**config.mk**
```make
export PLATFORM = sky130hd
export DESIGN_NAME = bcd_cook_timer
export DESIGN_NICKNAME = d
export VERILOG_FILES = /design/src/rtl/bcd_cook_timer.sv
export SDC_FILE = /design/constraint.sdc
export NUM_CORES = 1
export LEC_CHECK = 0
export BUFFER_PORTS_ARGS = -buffer_cell sky130_fd_sc_hd__buf_2
export CAP_MARGIN = 25
export CORE_ASPECT_RATIO = 0.8
export CORE_MARGIN = 8
export CORE_UTILIZATION = 35
export DETAILED_ROUTE_END_ITERATION = 6
export PLACE_DENSITY = 0.61
export RECOVER_POWER = 100
export REMOVE_ABC_BUFFERS = 1
export SLEW_MARGIN = 30
export SYNTH_ARGS = -nofsm -noshare
export SYNTH_HDL_FRONTEND = slang
export SYNTH_SLANG_ARGS = --single-unit
```
**constraint.sdc**
```tcl
create_clock -name clk -period 2.7 [get_ports clk]
set_input_delay 0.54 -clock clk [delete_from_list [all_inputs] [get_ports clk]]
set_output_delay 0.54 -clock clk [all_outputs]
set_load 0.02 [all_outputs]
```
**src/rtl/bcd_cook_timer.sv**
```systemverilog
// MM:SS BCD cook timer. Debounced set/start buttons with optional auto-repeat,
// tick-driven countdown with pause/resume, and a timed alarm phase.
module bcd_cook_timer #(
    parameter int TICK_DIV      = 100_000_000,
    parameter int DB_CYCLES     = 1_000_000,
    parameter int REPEAT_CYCLES = 25_000_000,
    parameter int ALARM_SECS    = 5
) (
    input  logic       clk,
    input  logic       reset,
    input  logic       cook_time,
    input  logic       minutes_up,
    input  logic       seconds_up,
    input  logic       start,
    input  logic       clear,
    output logic [3:0] second_ones,
    output logic [3:0] second_tens,
    output logic [3:0] minute_ones,
    output logic [3:0] minute_tens,
    output logic       debounce_min,
    output logic       debounce_sec,
    output logic       enable_timer_cooktime,
    output logic       running,
    output logic       alarm
);

    localparam int TW  = (TICK_DIV > 1) ? $clog2(TICK_DIV) : 1;
    localparam int DBW = (DB_CYCLES > 1) ? $clog2(DB_CYCLES) : 1;
    localparam int RW  = (REPEAT_CYCLES > 1) ? $clog2(REPEAT_CYCLES) : 1;
    localparam int AW  = $clog2(ALARM_SECS + 1);
    localparam int NB  = 3;

    typedef enum logic [2:0] {
        IDLE  = 3'd0,
        SET   = 3'd1,
        RUN   = 3'd2,
        PAUSE = 3'd3,
        DONE  = 3'd4
    } state_t;

    state_t          state_reg, state_next;
    logic [3:0]      raw_in;
    logic [3:0]      sync1_reg, sync2_reg;
    logic [NB-1:0]   db_lvl;
    logic [NB-1:0]   db_prev_reg;
    logic [NB-1:0]   db_rise;
    logic [1:0]      set_pulse;
    logic            cook_sync;
    logic            start_pulse;
    logic            in_set;
    logic            tick;
    logic            last_alarm_tick;
    logic            time_zero;
    logic            dec_hits_zero;
    logic [TW-1:0]   presc_reg;
    logic [AW-1:0]   alarm_cnt_reg;
    logic [3:0]      so_reg, st_reg, mo_reg, mt_reg;
    logic [3:0]      so_next, st_next, mo_next, mt_next;
    logic            en_reg, run_reg, alarm_reg;

    // Bit order: 0 minutes_up, 1 seconds_up, 2 start, 3 cook_time.
    assign raw_in = {cook_time, start, seconds_up, minutes_up};

    always_ff @(posedge clk or negedge reset) begin
        if (!reset) begin
            sync1_reg <= '0;
            sync2_reg <= '0;
        end else begin
            sync1_reg <= raw_in;
            sync2_reg <= sync1_reg;
        end
    end

    assign cook_sync = sync2_reg[3];

    genvar gi;
    generate
        for (gi = 0; gi < NB; gi++) begin : g_db
            logic [DBW-1:0] cnt_reg;
            logic           lvl_reg;

            // Any cycle where the input matches the current level restarts the count.
            always_ff @(posedge clk or negedge reset) begin
                if (!reset) begin
                    cnt_reg <= '0;
                    lvl_reg <= 1'b0;
                end else if (sync2_reg[gi] == lvl_reg) begin
                    cnt_reg <= '0;
                end else if (cnt_reg == DBW'(DB_CYCLES - 1)) begin
                    cnt_reg <= '0;
                    lvl_reg <= sync2_reg[gi];
                end else begin
                    cnt_reg <= cnt_reg + DBW'(1);
                end
            end

            assign db_lvl[gi] = lvl_reg;
        end
    endgenerate

    assign db_rise     = db_lvl & ~db_prev_reg;
    assign start_pulse = db_rise[2];
    assign in_set      = (state_reg == SET);

    generate
        for (gi = 0; gi < 2; gi++) begin : g_rep
            if (REPEAT_CYCLES > 0) begin : g_on
                logic [RW-1:0] rep_cnt_reg;
                logic          fire;

                assign fire = db_lvl[gi] && in_set && (rep_cnt_reg == RW'(REPEAT_CYCLES - 1));

                // Interval is measured from the previous pulse, edge or repeat.
                always_ff @(posedge clk or negedge reset) begin
                    if (!reset) begin
                        rep_cnt_reg <= '0;
                    end else if (!db_lvl[gi] || !in_set || db_rise[gi] || fire) begin
                        rep_cnt_reg <= '0;
                    end else begin
                        rep_cnt_reg <= rep_cnt_reg + RW'(1);
                    end
                end

                assign set_pulse[gi] = db_rise[gi] | fire;
            end else begin : g_off
                assign set_pulse[gi] = db_rise[gi];
            end
        end
    endgenerate

    assign tick = ((state_reg == RUN) || (state_reg == DONE)) &&
                  (presc_reg == TW'(TICK_DIV - 1));
    assign last_alarm_tick = tick && (alarm_cnt_reg == AW'(ALARM_SECS - 1));
    assign time_zero = (mt_reg == 4'd0) && (mo_reg == 4'd0) &&
                       (st_reg == 4'd0) && (so_reg == 4'd0);
    assign dec_hits_zero = (mt_reg == 4'd0) && (mo_reg == 4'd0) &&
                           (st_reg == 4'd0) && (so_reg == 4'd1);

    always_comb begin
        state_next = state_reg;
        so_next    = so_reg;
        st_next    = st_reg;
        mo_next    = mo_reg;
        mt_next    = mt_reg;

        case (state_reg)
            IDLE: begin
                if (cook_sync) begin
                    state_next = SET;
                end else if (start_pulse && !time_zero) begin
                    state_next = RUN;
                end
            end
            SET: begin
                if (set_pulse[0]) begin
                    if (mo_reg == 4'd9) begin
                        mo_next = 4'd0;
                        mt_next = (mt_reg == 4'd9) ? 4'd0 : mt_reg + 4'd1;
                    end else begin
                        mo_next = mo_reg + 4'd1;
                    end
                end
                // Seconds wrap 59 -> 00 without carrying into minutes.
                if (set_pulse[1]) begin
                    if (so_reg == 4'd9) begin
                        so_next = 4'd0;
                        st_next = (st_reg == 4'd5) ? 4'd0 : st_reg + 4'd1;
                    end else begin
                        so_next = so_reg + 4'd1;
                    end
                end
                if (!cook_sync) begin
                    state_next = IDLE;
                end
            end
            RUN: begin
                if (tick) begin
                    if ((so_reg != 4'd0) || (st_reg != 4'd0)) begin
                        if (so_reg == 4'd0) begin
                            so_next = 4'd9;
                            st_next = st_reg - 4'd1;
                        end else begin
                            so_next = so_reg - 4'd1;
                        end
                    end else begin
                        so_next = 4'd9;
                        st_next = 4'd5;
                        if (mo_reg == 4'd0) begin
                            mo_next = 4'd9;
                            mt_next = mt_reg - 4'd1;
                        end else begin
                            mo_next = mo_reg - 4'd1;
                        end
                    end
                end
                if (tick && dec_hits_zero) begin
                    state_next = DONE;
                end else if (start_pulse) begin
                    state_next = PAUSE;
                end
            end
            PAUSE: begin
                if (start_pulse) begin
                    state_next = RUN;
                end else if (cook_sync) begin
                    state_next = SET;
                end
            end
            DONE: begin
                if (cook_sync) begin
                    state_next = SET;
                end else if (start_pulse || last_alarm_tick) begin
                    state_next = IDLE;
                end
            end
            default: begin
                state_next = IDLE;
            end
        endcase

        if (clear) begin
            state_next = IDLE;
            so_next    = 4'd0;
            st_next    = 4'd0;
            mo_next    = 4'd0;
            mt_next    = 4'd0;
        end
    end

    always_ff @(posedge clk or negedge reset) begin
        if (!reset) begin
            state_reg     <= IDLE;
            so_reg        <= 4'd0;
            st_reg        <= 4'd0;
            mo_reg        <= 4'd0;
            mt_reg        <= 4'd0;
            db_prev_reg   <= '0;
            presc_reg     <= '0;
            alarm_cnt_reg <= '0;
            en_reg        <= 1'b0;
            run_reg       <= 1'b0;
            alarm_reg     <= 1'b0;
        end else begin
            state_reg   <= state_next;
            so_reg      <= so_next;
            st_reg      <= st_next;
            mo_reg      <= mo_next;
            mt_reg      <= mt_next;
            db_prev_reg <= db_lvl;

            // Entering RUN or DONE always restarts a full tick period.
            if ((state_next != state_reg) && ((state_next == RUN) || (state_next == DONE))) begin
                presc_reg <= '0;
            end else if ((state_reg == RUN) || (state_reg == DONE)) begin
                presc_reg <= tick ? '0 : presc_reg + TW'(1);
            end else begin
                presc_reg <= '0;
            end

            if (state_reg != DONE) begin
                alarm_cnt_reg <= '0;
            end else if (tick) begin
                alarm_cnt_reg <= alarm_cnt_reg + AW'(1);
            end

            en_reg    <= (state_next == SET);
            run_reg   <= (state_next == RUN);
            alarm_reg <= (state_next == DONE);
        end
    end

    assign second_ones           = so_reg;
    assign second_tens           = st_reg;
    assign minute_ones           = mo_reg;
    assign minute_tens           = mt_reg;
    assign debounce_min          = db_lvl[0];
    assign debounce_sec          = db_lvl[1];
    assign enable_timer_cooktime = en_reg;
    assign running               = run_reg;
    assign alarm                 = alarm_reg;

endmodule

```
==> flow_metrics.py, run 1 <==
metrics = {
    "outcome": {
        "status": "finished clean",
    },
    "synthesis": {
        "seq_area_frac_synth": 0.488,
        "synth_top_area_frac": 0.488,
        "synth_area_mm2": 0.00902,
        "synthTopCellsByArea": "dfrtp_1 (49%), xor2_1 (7.5%), nor2_1 (7.1%)",
        "ys.flop_type": "dfrtp_1",
        "ys_seq_elements": 176,
        "synth-edff-count": 0,
        "synthCells": 946,
        "async_flop_share": 1.00,
        "yosys.cell_types.count": 63,
        "synth_top_cell_by_area": "dfrtp_1",
        "synth_warnings": 0,
        "synth_area_per_cell_um2": 9.53,
    },
    "worst_setup_path": {
        "cp_max_fo": 9,
        "reg2reg_slack_ns": 0.20,
        "endpoint_kind": "register",
        "crit_type": "reg -> reg",
        "crit_arrival_ns": 2.81,
        "start_kind": "register",
        "worstPathRequired_ns": 3.01,
        "r2r_cells": 6,
        "timing.rr.start": "state_reg[2]",
        "r2r_end": "minute_tens[2]",
    },
    "global_routing": {
        "gr-total-overflow": 0,
        "grt_pass1_wl_um": 31500,
        "antenna_found_initial": 0,
        "first_global_vias": 6369,
        "grt.total_usage": 0.120,
        "grt_max_degree": 53,
    },
    "die": {
        "ioPinCount": 28,
        "rows": 52,
        "dieArea_mm2": 0.0312,
        "fp.dieW_um": 195,
        "core_region_area_mm2": 0.0253,
        "start_util": 0.356,
        "fp.dieH_um": 160,
    },
    "final_layout": {
        "largest_reg_flops": 60,
        "antenna_cells": 0,
        "drive_above_1_share": 0.0677,
        "synthToLayoutAreaGrowth_pct": 11.7,
        "fillers": 2510,
        "layout.nets": 1002,
        "instances_no_fill": 1314,
    },
    "placement": {
        "io_buffers": 27,
        "dp_hpwl_um": 12400,
        "placed_cells": 1282,
        "pre_cts_ws_ns": 0.261,
        "gp_congestion": 0.798,
    },
    "min_path": {
        "min_to": "sync1_reg[3]",
        "holdCritPathClass": "in -> reg",
        "hold_depth": 1,
        "min_from": "cook_time",
    },
    "timing": {
        "fin_worst_skew_ns": 0.0146,
        "min_period_ns": 2.50,
        "max_freq_ghz": 0.400,
        "rsz0062_at_grt": "no",
        "hold_viol": 0,
        "tightest_slew_ns": 1.37,
        "period_share": 0.926,
        "slew_viol_final": 0,
        "fin_hold_ws_ns": 0.211,
        "slew_headroom": 0.0842,
        "worst_slack_ns": 0.199,
        "setup_viol": 0,
        "final.setup.tns_ns": 0,
    },
    "route": {
        "drc": 0,
        "via_per_inst": 5.00,
        "wl_per_cell_um": 13.7,
        "first_pass_iters": 5,
        "routed_wl_um": 18000,
        "vias": 6573,
        "first_iter_violations": 393,
        "antenna_left": 0,
    },
    "clock_network": {
        "worstSkewPairLatency_ns": 0.43,
        "cts_tree": "done",
        "htree_levels": 4,
        "clockBufferDepth": 2,
        "cts_root_buf": "clkbuf_16",
        "cts.sinks": 176,
        "cts_buffers": 17,
        "postCtsSetupBuffers": 0,
        "hold_buffers": 0,
        "clkTransAtPathRegs_ns": 0.07,
        "cts_resized": 0,
    },
    "pwr": {
        "pwr_density_cell_mw_per_mm2": 562,
        "power.leakage_nw": 4.14,
        "max-vdd-ir-drop_mv": 0.431,
    },
    "run": {
        "max_cap_viol_count": 0,
    },
}
-- synthesized netlist by cell type, types with 18 or more instances --
cell,instances
a21oi_1,18
and3_1,28
clkbuf_1,21
dfrtp_1,176
ha_1,18
inv_1,25
nand2_1,72
nand3_1,74
nand4_1,18
nor2_1,171
nor3_1,24
xnor2_1,48
xor2_1,77
-- cell type report --
cell class	count	area, µm²	area share
Clock buffer	18	429	0.0426
Clock inverter	14	155	0.0154
Inverter	25	93.8	0.00932
Multi-Input combinational cell	713	4360	0.433
Sequential cell	176	4400	0.437
Tap cell	324	405	0.0402
Timing Repair Buffer	44	226	0.0225
-- how the worst max path moves through the flow --
| stage | start | end | depth (start not counted) | slack [ns] |
|---|---|---|---|---|
| 4_1_cts | state_reg[2] | minute_tens[2] | 6 | 0.23 |
| 5_1_grt | state_reg[2] | second_ones[0] | 6 | 0.07 |
| 6_report | state_reg[2] | minute_tens[2] | 6 | 0.20 |
| 3_3_place_gp | state_reg[2] | minute_tens[2] | 6 | 0.31 |
| 2_1_floorplan | g_rep[0].g_on.rep_cnt_reg[0] | g_rep[0].g_on.rep_cnt_reg[10] | 5 | 0.30 |
| 3_5_place_dp | state_reg[2] | minute_tens[2] | 6 | 0.26 |
-- power by group --
group          leakage, nW  switching [mW]  total [mW]  internal, mW
sequential            2.42          0.0824        2.77          2.69
combinational         1.44           0.287       0.439         0.152
clock                0.275            1.08        2.45          1.38
-- critical path: stages (launching register included) --
cell      delay (ns)
dfrtp_1         0.36
clkbuf_2        0.18
or3b_1          0.57
a41oi_1         0.38
nor4_1          0.15
o311a_1         0.41
mux2_1          0.33
-- per-stage QoR --
stage           util  area (µm²)  total power, mW
2_1_floorplan      -        8870             3.08
6_report       0.398       10100             5.66
4_1_cts        0.401       10200             5.76
3_3_place_gp   0.378        9580             3.27
3_5_place_dp   0.378        9580             3.28
5_1_grt        0.398       10100             5.92
-- metal layers --
layer	part of all wire	wire [µm]	up-vias	GRT usage
met2	0.42	7510	80	0.171
met1	0.54	9790	3155	0.177
met3	0.032	571	14	0.0287
met5	0	0	-	0
met4	0.0076	136	0	0.0306
li1	-	-	3324	-
-- cell families after synthesis --
logic type / share of synthesized area
AO/OA/AOI/OAI: 0.0619
XOR/XNOR: 0.121
adder cells (fa/ha/maj): 0.0250
buffers and inverters: 0.0268
flip-flops: 0.488
multiplexers: 0.0112
AND/OR/NAND/NOR: 0.265
-- placed cells by master, fill, tap and decap left out, types with 9 or more instances in the layout --
| cell type | count |
|---|---|
| a21oi_1 | 18 |
| and3_1 | 28 |
| and4_1 | 9 |
| clkbuf_1 | 24 |
| clkbuf_16 | 17 |
| dfrtp_1 | 176 |
| ha_1 | 18 |
| inv_1 | 25 |
| nand2_1 | 72 |
| nand2b_1 | 11 |
| nand3_1 | 74 |
| nand4_1 | 18 |
| nor2_1 | 171 |
| nor3_1 | 24 |
| nor4_1 | 18 |
| o21ai_0 | 17 |
| or3_1 | 9 |
| xnor2_1 | 48 |
| xor2_1 | 77 |
No activity file was read; power rests on OpenSTA's default activity.
==> inputs of run 2 (changes only) <==
--- a/config.mk
+++ b/config.mk
@@ -5,7 +5,7 @@
 export SDC_FILE = /design/constraint.sdc
 export NUM_CORES = 1
 export LEC_CHECK = 0
-export BUFFER_PORTS_ARGS = -buffer_cell sky130_fd_sc_hd__buf_2
+export BUFFER_PORTS_ARGS = -buffer_cell sky130_fd_sc_hd__buf_4
 export CAP_MARGIN = 25
 export CORE_ASPECT_RATIO = 0.8
 export CORE_MARGIN = 8
==> flow_metrics.py, run 2 (synthesized netlist as in run 1, its figures left out) <==
metrics = {
    "global_routing": {
        "first_global_vias": 6333,
        "grt_max_degree": 58,
        "grt_pass1_wl_um": 31900,
        "antenna_found_initial": 0,
        "grt.total_usage": 0.122,
        "gr-total-overflow": 0,
    },
    "timing": {
        "rsz0062_at_grt": "no",
        "fin_hold_ws_ns": 0.231,
        "fin_worst_skew_ns": 0.0107,
        "min_period_ns": 2.49,
        "slew_viol_final": 0,
        "final.setup.tns_ns": 0,
        "slew_headroom": 0.164,
        "tightest_slew_ns": 1.25,
        "setup_viol": 0,
        "hold_viol": 0,
        "period_share": 0.921,
        "max_freq_ghz": 0.402,
    },
    "route": {
        "first_iter_violations": 381,
        "wl_per_cell_um": 14.1,
        "via_per_inst": 5.04,
        "vias": 6630,
        "drc": 0,
        "antenna_left": 0,
        "routed_wl_um": 18600,
        "first_pass_iters": 5,
    },
    "pwr": {
        "pwr_density_cell_mw_per_mm2": 581,
        "clockPowerShare": 0.456,
        "pwr-share-comb": 0.076,
        "p_seq_frac": 0.468,
        "switchingPower_mw": 1.48,
        "p_int_mw": 4.44,
        "max-vdd-ir-drop_mv": 0.498,
        "swShare": 0.250,
        "power.leakage_nw": 4.20,
    },
    "die": {
        "fp.dieW_um": 195,
        "fp.dieH_um": 160,
        "dieArea_mm2": 0.0312,
        "ioPinCount": 28,
        "start_util": 0.356,
        "core_region_area_mm2": 0.0253,
        "rows": 52,
    },
    "worst_setup_path": {
        "reg2reg_slack_ns": 0.21,
        "cp.buffers_inverters": 0,
        "worstPathRequired_ns": 3.01,
        "slowest_delay_ns": 0.58,
        "endpoint_kind": "register",
        "crit_type": "reg -> reg",
        "cp_max_fo": 9,
        "crit_arrival_ns": 2.80,
        "start_kind": "register",
        "path_delay_family": "simple AND/OR/NAND/NOR gates",
        "crit_chain": "nor2_1 -> a41oi_1 -> nor4_1 -> o311a_1 -> mux2_1",
        "crit_slowest_cell": "nor4_1",
    },
    "outcome": {
        "status": "finished clean",
    },
    "final_layout": {
        "largest_reg_flops": 60,
        "final_core_util": 0.402,
        "synthToLayoutAreaGrowth_pct": 12.9,
        "final_common_cell": "dfrtp_1",
        "layout_common_cells": "dfrtp_1 (176), nor2_1 (171), xor2_1 (77)",
        "layout.nets": 1004,
        "drive_above_1_share": 0.0675,
        "antenna_cells": 0,
    },
    "clock_network": {
        "cts_tree": "done",
        "clockBufferDepth": 2,
        "worstSkewPairLatency_ns": 0.43,
        "postCtsSetupBuffers": 0,
        "cts_root_buf": "clkbuf_16",
        "cts.sinks": 176,
        "clkTransAtPathRegs_ns": 0.07,
        "htree_levels": 4,
        "cts_buffers": 17,
    },
    "placement": {
        "gp_congestion": 0.822,
        "io_buffers": 27,
        "dp_hpwl_um": 12600,
    },
    "run": {
        "max_cap_viol_count": 0,
    },
    "min_path": {
        "holdCritPathClass": "in -> reg",
    },
}
==> run 2: cell count changes in the layout (fill, tap and decap cells not counted), sizes merged <==
cell | previous run | this run
buf | 14 | 13
bufinv | 2 | 4
clkbuf | 48 | 52
clkinv | 4 | 3
clkinvlp | 4 | 1
inv | 29 | 30
==> run 2: final timing paths <==
kind | start | end | cells past startpoint
setup / recovery | second_ones[2] | minute_tens[2] | 5
hold / removal | start | sync1_reg[2] | 1
setup reg to reg | second_ones[2] | minute_tens[2] | 5
hold reg to reg | sync1_reg[1] | sync2_reg[1] | 0
max in group asynchronous | reset | second_ones[3] | 2
min in group asynchronous | reset | g_rep[0].g_on.rep_cnt_reg[12] | 1
==> run 2: what timing repair did <==
item,4_1_cts,5_1_grt
resized for setup,0,1
setup endpoints to repair,0,1
hold buffers,0,0
==> run 2: per-layer routing <==
layer | vias to the layer above | share of wire | GRT usage
li1 | 3320 | - | -
met1 | 3197 | 0.53 | 0.181
met2 | 103 | 0.43 | 0.176
met3 | 10 | 0.040 | 0.0287
met4 | 0 | 0.0080 | 0.0289
met5 | - | 0 | 0
==> run 2: final cells by class <==
cell class	count	area [µm²]
clock inverters	13	196
fillers	2498	15100
multi-input cells	713	4370
well taps	324	405
repair buffers	46	268
clock buffers	19	443
inverters	25	93.8
flip-flops and latches	176	4400
==> run 2: metrics by stage <==
stage / worst slack [ns] / instance area, µm² / total power [mW] / cells
6_report: 0.215 / 10200 / 5.91 / 1316
5_1_grt: 0.0464 / 10200 / 6.15 / 1316
4_1_cts: 0.258 / 10300 / 6.02 / 1316
3_5_place_dp: 0.265 / 9660 / 3.30 / 1284
3_3_place_gp: 0.317 / 9660 / 3.29 / 1284
2_1_floorplan: 0.297 / 8870 / 3.08 / 914
==> run 2: power by group through the flow <==
stage / clock (mW) / sequential, mW / combinational [mW]
floorplan: 0 / 2.85 / 0.227
global placement: 0 / 2.82 / 0.476
finish: 2.70 / 2.77 / 0.447
CTS: 2.76 / 2.77 / 0.487
detailed placement: 0 / 2.82 / 0.482
global route: 2.87 / 2.78 / 0.506
